### src/rtl/sram_arb_pkg.sv
// Shared types and constants for the two-port SRAM arbiter.
package sram_arb_pkg;

  localparam int unsigned ADDR_W_DEFAULT = 20;
  localparam int unsigned DATA_W_DEFAULT = 16;

  // Requester identifiers
  localparam logic REQ_A = 1'b0;
  localparam logic REQ_B = 1'b1;

  typedef enum logic [1:0] {
    IDLE  = 2'd0,
    ISSUE = 2'd1,
    WAIT  = 2'd2,
    DONE  = 2'd3
  } state_t;

endpackage

### src/rtl/sram_arb_watchdog.sv
// Counts cycles while enabled; flags expiry in the TIMEOUT-th enabled cycle.
module sram_arb_watchdog #(
  parameter int unsigned TIMEOUT = 255
) (
  input  logic clk,
  input  logic reset,
  input  logic enable,
  output logic expired
);

  localparam int unsigned CNT_W = (TIMEOUT > 1) ? $clog2(TIMEOUT) : 1;
  localparam int unsigned LAST  = (TIMEOUT > 0) ? TIMEOUT - 1 : 0;

  logic [CNT_W-1:0] cnt;

  // Counter restarts from zero whenever the wait window is closed
  always_ff @(posedge clk) begin
    if (reset || !enable) begin
      cnt <= '0;
    end else if (!expired) begin
      cnt <= cnt + CNT_W'(1);
    end
  end

  assign expired = enable && (cnt == CNT_W'(LAST));

endmodule

### src/rtl/sram_arbiter.sv
// Two-requester arbiter in front of sram_ctrl: grants one requester,
// issues a single start pulse, waits for ready (bounded by a watchdog)
// and acks the grantee.
// Optional build macro: SRAM_ARB_ROUND_ROBIN_EN (alternating tie-break);
// default build gives requester A fixed priority.
module sram_arbiter
  import sram_arb_pkg::*;
#(
  parameter int unsigned ADDR_W  = ADDR_W_DEFAULT,
  parameter int unsigned DATA_W  = DATA_W_DEFAULT,
  parameter int unsigned TIMEOUT = 255
) (
  input  logic              clk,
  input  logic              reset,
  input  logic              req_a,
  input  logic              req_b,
  input  logic              rw_a,
  input  logic              rw_b,
  input  logic [ADDR_W-1:0] addr_a,
  input  logic [ADDR_W-1:0] addr_b,
  input  logic [DATA_W-1:0] wdata_a,
  input  logic [DATA_W-1:0] wdata_b,
  output logic              ack_a,
  output logic              ack_b,
  output logic [DATA_W-1:0] rdata,
  output logic              sram_start_n,
  output logic              sram_rw,
  output logic [ADDR_W-1:0] sram_addr,
  output logic [DATA_W-1:0] sram_wdata,
  input  logic              sram_ready,
  input  logic [DATA_W-1:0] sram_rdata,
  output logic              busy,
  output logic              timeout_err
);

  state_t state;
  state_t state_next;
  logic   grant_id;

  logic   grant_c;
  logic   sel_c;
  logic   tie_winner_c;
  logic   capture_c;
  logic   abort_c;
  logic   wdog_expired;

  logic   start_n_next;
  logic   busy_next;
  logic   ack_a_next;
  logic   ack_b_next;

  // Bounds the time spent waiting for sram_ready
  sram_arb_watchdog #(
    .TIMEOUT (TIMEOUT)
  ) u_watchdog (
    .clk     (clk),
    .reset   (reset),
    .enable  (state == WAIT),
    .expired (wdog_expired)
  );

`ifdef SRAM_ARB_ROUND_ROBIN_EN
  logic rr_ptr;

  // Pointer names the winner of the next tie; after each contested grant
  // it moves to the requester that lost, so ties alternate
  always_ff @(posedge clk) begin
    if (reset) begin
      rr_ptr <= REQ_A;
    end else if (grant_c && req_a && req_b) begin
      rr_ptr <= ~sel_c;
    end
  end

  assign tie_winner_c = rr_ptr;
`else
  assign tie_winner_c = REQ_A;
`endif

  // Requester selection and transaction event decode
  always_comb begin
    sel_c = REQ_A;
    if (req_a && req_b) begin
      sel_c = tie_winner_c;
    end else if (req_b) begin
      sel_c = REQ_B;
    end
    grant_c   = (state == IDLE) && (req_a || req_b);
    capture_c = (state == WAIT) && sram_ready && sram_rw;
    abort_c   = (state == WAIT) && !sram_ready && wdog_expired;
  end

  // Next state and next values of the registered status outputs
  always_comb begin
    state_next = state;
    case (state)
      IDLE:    if (req_a || req_b) state_next = ISSUE;
      ISSUE:   state_next = WAIT;
      WAIT: begin
        if (sram_ready) begin
          state_next = DONE;
        end else if (wdog_expired) begin
          state_next = IDLE;
        end
      end
      DONE:    state_next = IDLE;
      default: state_next = IDLE;
    endcase
    start_n_next = (state_next != ISSUE);
    busy_next    = (state_next != IDLE);
    ack_a_next   = (state_next == DONE) && (grant_id == REQ_A);
    ack_b_next   = (state_next == DONE) && (grant_id == REQ_B);
  end

  // State register and registered outputs
  always_ff @(posedge clk) begin
    if (reset) begin
      state        <= IDLE;
      grant_id     <= REQ_A;
      sram_start_n <= 1'b1;
      sram_rw      <= 1'b1;
      sram_addr    <= '0;
      sram_wdata   <= '0;
      ack_a        <= 1'b0;
      ack_b        <= 1'b0;
      rdata        <= '0;
      busy         <= 1'b0;
      timeout_err  <= 1'b0;
    end else begin
      state        <= state_next;
      sram_start_n <= start_n_next;
      busy         <= busy_next;
      ack_a        <= ack_a_next;
      ack_b        <= ack_b_next;
      if (grant_c) begin
        grant_id   <= sel_c;
        sram_rw    <= (sel_c == REQ_B) ? rw_b    : rw_a;
        sram_addr  <= (sel_c == REQ_B) ? addr_b  : addr_a;
        sram_wdata <= (sel_c == REQ_B) ? wdata_b : wdata_a;
      end
      if (capture_c) begin
        rdata <= sram_rdata;
      end
      if (abort_c) begin
        timeout_err <= 1'b1;
      end
    end
  end

endmodule

### config.mk
export PLATFORM = sky130hd
export DESIGN_NAME = sram_arbiter
export DESIGN_NICKNAME = d
export VERILOG_FILES = /design/src/rtl/sram_arb_pkg.sv /design/src/rtl/sram_arb_watchdog.sv /design/src/rtl/sram_arbiter.sv
export SDC_FILE = /design/constraint.sdc
export NUM_CORES = 1
export LEC_CHECK = 0
export CORE_ASPECT_RATIO = 1.1
export CORE_UTILIZATION = 43
export CTS_CLUSTER_DIAMETER = 40
export DETAILED_ROUTE_END_ITERATION = 8
export HOLD_SLACK_MARGIN = 0.15
export MAX_ROUTING_LAYER = met4
export PLACE_DENSITY = 0.91
export SYNTH_ARGS = -nofsm -noshare
export SYNTH_HDL_FRONTEND = slang
export SYNTH_HIERARCHICAL = 1
export SYNTH_SLANG_ARGS = --single-unit
### constraint.sdc
create_clock -name clk -period 4.6 [get_ports clk]
set_input_delay 1.15 -clock clk [delete_from_list [all_inputs] [get_ports clk]]
set_output_delay 1.15 -clock clk [all_outputs]
set_load 0.005 [all_outputs]
==> results.py, run 1 <==
metrics = {
    "run_status": {
        "outcome": "completed",
    },
    "synthesis": {
        "ys_types": 37,
        "syn_inst": 361,
        "synth_compound_area_frac": 0.280,
        "yosysSeqAreaShare": 0.448,
        "syn_area_mm2": 0.00309,
        "ys_ff_latch": 69,
        "synthAdderAreaFrac": 0.00811,
        "synthXorXnorAreaFrac": 0,
        "synthFlopType": "dfxtp_1",
        "synth_mux_area_frac": 0.00324,
        "synth_simple_gate_area_share": 0.193,
        "synth_edf_count": 0,
        "synth_top_family_by_area": "compound AO/OA/AOI/OAI gates",
        "syn_avg_cell_area_um2": 8.55,
        "synth-async-reset-ratio": 0,
        "yosysWarnings": 6,
        "synth_nets": 458,
    },
    "floorplan": {
        "core_area_mm2": 0.00697,
        "chipHeight_um": 90.9,
        "die_area_mm2": 0.00752,
        "die_w_um": 82.8,
        "num_rows": 32,
        "initial_core_util": 0.443,
        "io_pins": 153,
    },
    "worst_setup_path": {
        "worstPathMaxFanout": 21,
        "r2r_cells": 7,
        "reg2reg_slack_ps": 2440,
        "arrival_ps": 3020,
        "r2r_start": "state[1]",
        "reg2reg_to": "state[1]",
        "start_kind": "input pin",
        "critPathCaptureType": "flip-flop",
        "cp.required_ps": 4850,
        "path_class": "in2reg",
    },
    "pwr": {
        "p_int_w": 0.00120,
        "power.density_mw_per_mm2": 336,
        "netSwitchingFraction": 0.255,
        "pwr-share-seq": 0.426,
        "leakage_nw": 1.71,
        "p_clk_frac": 0.344,
        "comb_power_share": 0.230,
        "p_sw_w": 0.000409,
        "vdd_drop_max_mv": 0.226,
    },
    "layout": {
        "final_nets": 592,
        "area_growth_pct": 54.9,
        "antenna_cells": 0,
        "instances_no_fill": 585,
        "drive_gt1_frac": 0.0840,
        "n_fill_cell": 575,
    },
    "global_routing": {
        "gr-total-overflow": 0,
        "grt_pass1_vias": 3056,
        "grt_pass1_wl_mm": 14.5,
        "antenna_found_initial": 0,
        "track_usage": 0.259,
        "grt_max_degree": 41,
    },
    "worst_hold_path": {
        "whs_path_depth": 2,
        "hp-start": "rdata[3]",
        "hold_path.class": "reg2reg",
        "hold_end": "rdata[3]",
    },
    "sta": {
        "relSlewSlack": 0.385,
        "hold_viol": 0,
        "report.final.setup_viol": 0,
        "max_freq_ghz": 0.361,
        "finalCritPeriodShare": 0.603,
        "rsz0062_at_grt": "false",
        "fin_skew_ps": 7.00,
        "slew_violations": 0,
        "period_needed_ps": 2770,
        "setup-tns-final_ps": 0,
        "tightest_slew_ps": 920,
    },
    "placement": {
        "dp_cells": 569,
        "place_hpwl_mm": 6.28,
        "place_congestion": 0.832,
        "portBuffers": 152,
    },
    "drt": {
        "vias": 3219,
        "viasPerCell": 5.50,
        "drcViolationCount": 0,
        "drtAntennaViolNets": 0,
        "dr.pass1.iters": 4,
        "totalWireLength_mm": 8.87,
        "dr.first_iter.drc_count": 159,
        "avgRoutedWirePerCell_um": 15.2,
    },
    "clocking": {
        "clk_latency_ps": 330,
        "cts_root_buf": "clkbuf_8",
        "cts_hold_buf": 0,
        "post_cts_buffers": 0,
        "cts_resized": 0,
        "cts.sinks": 69,
        "cts.path.max_buffers": 2,
        "clk_pin_slew_ps": 70,
        "cts_tree": "done",
        "numCtsBuffers": 9,
        "htreeDepth": 3,
    },
    "job": {
        "drv_cap": 0,
    },
}
==> Yosys cell counts, types with 3 or more instances <==
| master | number | area (um2) |
|---|---|---|
| buf_4 | 3 | 22.5 |
| clkbuf_1 | 8 | 30.0 |
| a21oi_1 | 56 | 280 |
| a311oi_2 | 18 | 270 |
| nand2b_1 | 4 | 25.0 |
| a211oi_1 | 4 | 30.0 |
| a31oi_1 | 5 | 31.3 |
| inv_1 | 6 | 22.5 |
| buf_6 | 4 | 45.0 |
| a311oi_1 | 18 | 158 |
| dfxtp_1 | 69 | 1380 |
| buf_2 | 15 | 75.1 |
| nor2b_1 | 3 | 18.8 |
| o21ai_0 | 5 | 25.0 |
| and4_1 | 3 | 26.3 |
| nand2_1 | 112 | 420 |
==> kinds of logic (layout without fill, tap and decap cells) <==
family / Yosys count / after routing
mux: 1 / 1
buf+inv: 39 / 178
fa+ha+maj: 2 / 2
simple gates: 138 / 138
compound gates: 112 / 112
flops: 69 / 69
==> cells in the final DEF (no fill, tap or decap), types with 3 or more instances in the layout <==
| master | n |
|---|---|
| clkdlybuf4s50_1 | 151 |
| nand2_1 | 112 |
| dfxtp_1 | 69 |
| a21oi_1 | 56 |
| a311oi_2 | 18 |
| a311oi_1 | 18 |
| clkbuf_8 | 11 |
| inv_1 | 6 |
| o21ai_0 | 5 |
| a31oi_1 | 5 |
| nand2b_1 | 4 |
| a211oi_1 | 4 |
| buf_4 | 4 |
| and4_1 | 3 |
==> worst max path at each step <==
stage	start	to	slack (ps)	depth (start not counted)
detailed placement	req_b	sram_addr[5]	1450	5
CTS	req_b	sram_addr[5]	1830	5
global route	req_b	sram_addr[0]	1660	5
global placement	req_b	sram_wdata[11]	1570	5
floorplan	req_b	sram_wdata[13]	2470	6
finish	req_b	sram_addr[5]	1830	5
==> final cells by class <==
| class | count | area (um2) | share of cell area |
|---|---|---|---|
| clock inverters | 4 | 70.1 | 0.0147 |
| flip-flops and latches | 69 | 1380 | 0.289 |
| inverters | 6 | 22.5 | 0.00471 |
| repair buffers | 156 | 1550 | 0.323 |
| multi-input cells | 253 | 1500 | 0.314 |
| clock buffers | 12 | 155 | 0.0325 |
| well taps | 85 | 106 | 0.0222 |
==> registers in the layout, indices dropped and copies added (netlist names), 2 cells and up <==
signal	flops
sram_addr	20
u_watchdog/cnt	8
rdata	16
state	2
sram_wdata	16
==> per-layer routing <==
layer	global-route usage	vias up	share of wire
met4	0.0963	0	0.018
li1	-	1549	-
met1	0.298	1536	0.38
met2	0.431	121	0.54
met3	0.0576	13	0.061
met5	-	-	0
==> critical path: stages <==
cell	delay, ps
clkdlybuf4s50_1	520
nor2b_2	600
buf_4	380
nand2_1	110
a311oi_2	250
==> power groups by stage <==
stage	Clock (W)	Combinational, W	Sequential (W)
final	0.000553	0.000370	0.000684
after global routing	0.000594	0.000402	0.000690
after CTS	0.000565	0.000372	0.000684
after detailed placement	0	0.000371	0.000696
after global placement	0	0.000363	0.000694
after floorplan	0	0.000173	0.000694
==> metrics by stage <==
step	hold slack [ps]	utilization	area, um2	setup WS (ps)	power [W]
floorplan	415	-	3090	2470	0.000867
detailed placement	448	0.654	4560	1450	0.00107
finish	454	0.686	4780	1830	0.00161
CTS	459	0.686	4780	1830	0.00162
global placement	442	0.654	4560	1570	0.00106
global route	478	0.686	4780	1660	0.00169
Note: power is estimated with default switching activity, not from simulation.
==> inputs of run 2 (changes only) <==
--- a/config.mk
+++ b/config.mk
@@ -6,12 +6,12 @@
 export NUM_CORES = 1
 export LEC_CHECK = 0
 export CORE_ASPECT_RATIO = 1.1
-export CORE_UTILIZATION = 43
+export CORE_UTILIZATION = 36
 export CTS_CLUSTER_DIAMETER = 40
 export DETAILED_ROUTE_END_ITERATION = 8
 export HOLD_SLACK_MARGIN = 0.15
 export MAX_ROUTING_LAYER = met4
-export PLACE_DENSITY = 0.91
+export PLACE_DENSITY = 0.82
 export SYNTH_ARGS = -nofsm -noshare
 export SYNTH_HDL_FRONTEND = slang
 export SYNTH_HIERARCHICAL = 1
==> constraint.sdc (replaced) <==
create_clock -name clk -period 2.5 [get_ports clk]
set_input_delay 0.625 -clock clk [delete_from_list [all_inputs] [get_ports clk]]
set_output_delay 0.625 -clock clk [all_outputs]
set_load 0.005 [all_outputs]
==> results.py, run 2 (synthesis gave the netlist of run 1 again) <==
metrics = {
    "run_status": {
        "outcome": "completed",
    },
    "worst_setup_path": {
        "path_class": "reg2out",
        "max_stage_delay_ps": 540,
        "cp.required_ps": 1880,
        "arrival_ps": 1260,
        "worstPathMaxFanout": 4,
        "path_buf_inv": 1,
        "critPathCaptureType": "output pin",
        "start_kind": "flip-flop",
        "cp_slowest_cell": "clkdlybuf4s50_1",
        "path_delay_family": "buffers and inverters",
        "crit_chain": "clkdlybuf4s50_1",
    },
    "drt": {
        "vias": 3193,
        "totalWireLength_mm": 8.84,
        "dr.first_iter.drc_count": 163,
        "drtAntennaViolNets": 0,
        "drcViolationCount": 0,
        "dr.pass1.iters": 5,
        "viasPerCell": 5.17,
        "avgRoutedWirePerCell_um": 14.3,
    },
    "sta": {
        "setup-tns-final_ps": 0,
        "rsz0062_at_grt": "false",
        "period_needed_ps": 1880,
        "relSlewSlack": 0.623,
        "fin_skew_ps": 7.46,
        "slew_violations": 0,
        "hold_ws_ps": 457,
        "max_freq_ghz": 0.531,
        "tightest_slew_ps": 565,
        "hold_viol": 0,
        "finalCritPeriodShare": 0.754,
        "report.final.setup_viol": 0,
    },
    "clocking": {
        "cts_hold_buf": 0,
        "cts_resized": 0,
        "cts.sinks": 69,
        "htreeDepth": 3,
        "cts_root_buf": "clkbuf_8",
        "post_cts_buffers": 0,
        "cts.path.max_buffers": 2,
        "numCtsBuffers": 9,
        "clk_latency_ps": 340,
        "clk_pin_slew_ps": 70,
        "cts_tree": "done",
    },
    "placement": {
        "place_congestion": 0.831,
        "place_hpwl_mm": 6.30,
        "portBuffers": 152,
    },
    "global_routing": {
        "antenna_found_initial": 0,
        "grt_pass1_wl_mm": 14.6,
        "track_usage": 0.207,
        "grt_max_degree": 39,
        "grt_pass1_vias": 3134,
        "gr-total-overflow": 0,
    },
    "floorplan": {
        "die_w_um": 90.3,
        "die_area_mm2": 0.00895,
        "io_pins": 153,
        "initial_core_util": 0.369,
        "num_rows": 35,
        "chipHeight_um": 99.1,
        "core_area_mm2": 0.00836,
    },
    "pwr": {
        "total_power_w": 0.00311,
        "leakage_nw": 1.76,
        "power.density_mw_per_mm2": 634,
        "p_int_w": 0.00235,
        "p_clk_frac": 0.372,
        "comb_power_share": 0.223,
        "vdd_drop_max_mv": 0.309,
        "pwr-share-seq": 0.406,
        "p_sw_w": 0.000759,
        "netSwitchingFraction": 0.245,
    },
    "layout": {
        "layout_common_cells": "clkdlybuf4s50_1, nand2_1, dfxtp_1",
        "drive_gt1_frac": 0.0966,
        "regMostFlops": "sram_addr",
        "final_util": 0.586,
        "reg_top3": "sram_addr (20), rdata (16), sram_wdata (16)",
        "final_nets": 599,
        "final_common_cell": "clkdlybuf4s50_1",
        "antenna_cells": 0,
        "area_growth_pct": 58.7,
        "largest_register_ffs": 20,
    },
    "worst_hold_path": {
        "hold_path.class": "reg2reg",
    },
    "job": {
        "drv_cap": 0,
    },
}
-- run 2: metal layers --
layer	track usage	vias up	share of wire
met3	0.0367	14	0.055
met1	0.242	1485	0.45
met2	0.353	128	0.48
li1	-	1566	-
met5	-	-	0
met4	0.0806	0	0.015
-- run 2: worst paths after layout --
path	startpoint	end	slack, ps	depth (start not counted)
worst max register to register	state[1]	busy	620	7
worst min-delay path	rdata[8]	rdata[8]	460	2
worst min register to register	rdata[8]	rdata[8]	460	2
worst max-delay path	sram_rw	sram_rw	620	1
-- run 2: area by class of cell --
cell class | count | area (um2)
clock buffer | 13 | 169
inverter | 6 | 22.5
tap | 111 | 139
fill | 704 | 3460
clock inverter | 3 | 90.1
timing repair buffer | 163 | 1600
sequential | 69 | 1380
multi-input combinational | 253 | 1500
-- run 2: power groups by stage --
stage	clock [W]	combinational (W)	sequential (W)
2_1_floorplan	0	0.000318	0.00128
3_3_place_gp	0	0.000680	0.00128
5_1_grt	0.00123	0.000752	0.00127
3_5_place_dp	0	0.000692	0.00128
6_report	0.00115	0.000692	0.00126
4_1_cts	0.00117	0.000695	0.00126
-- run 2: per-stage QoR --
step	cell area, um2	worst slack, ps	instances
2_1_floorplan	3090	802	361
3_3_place_gp	4640	357	602
3_5_place_dp	4640	260	602
4_1_cts	4900	609	618
5_1_grt	4900	401	618
6_report	4900	616	618
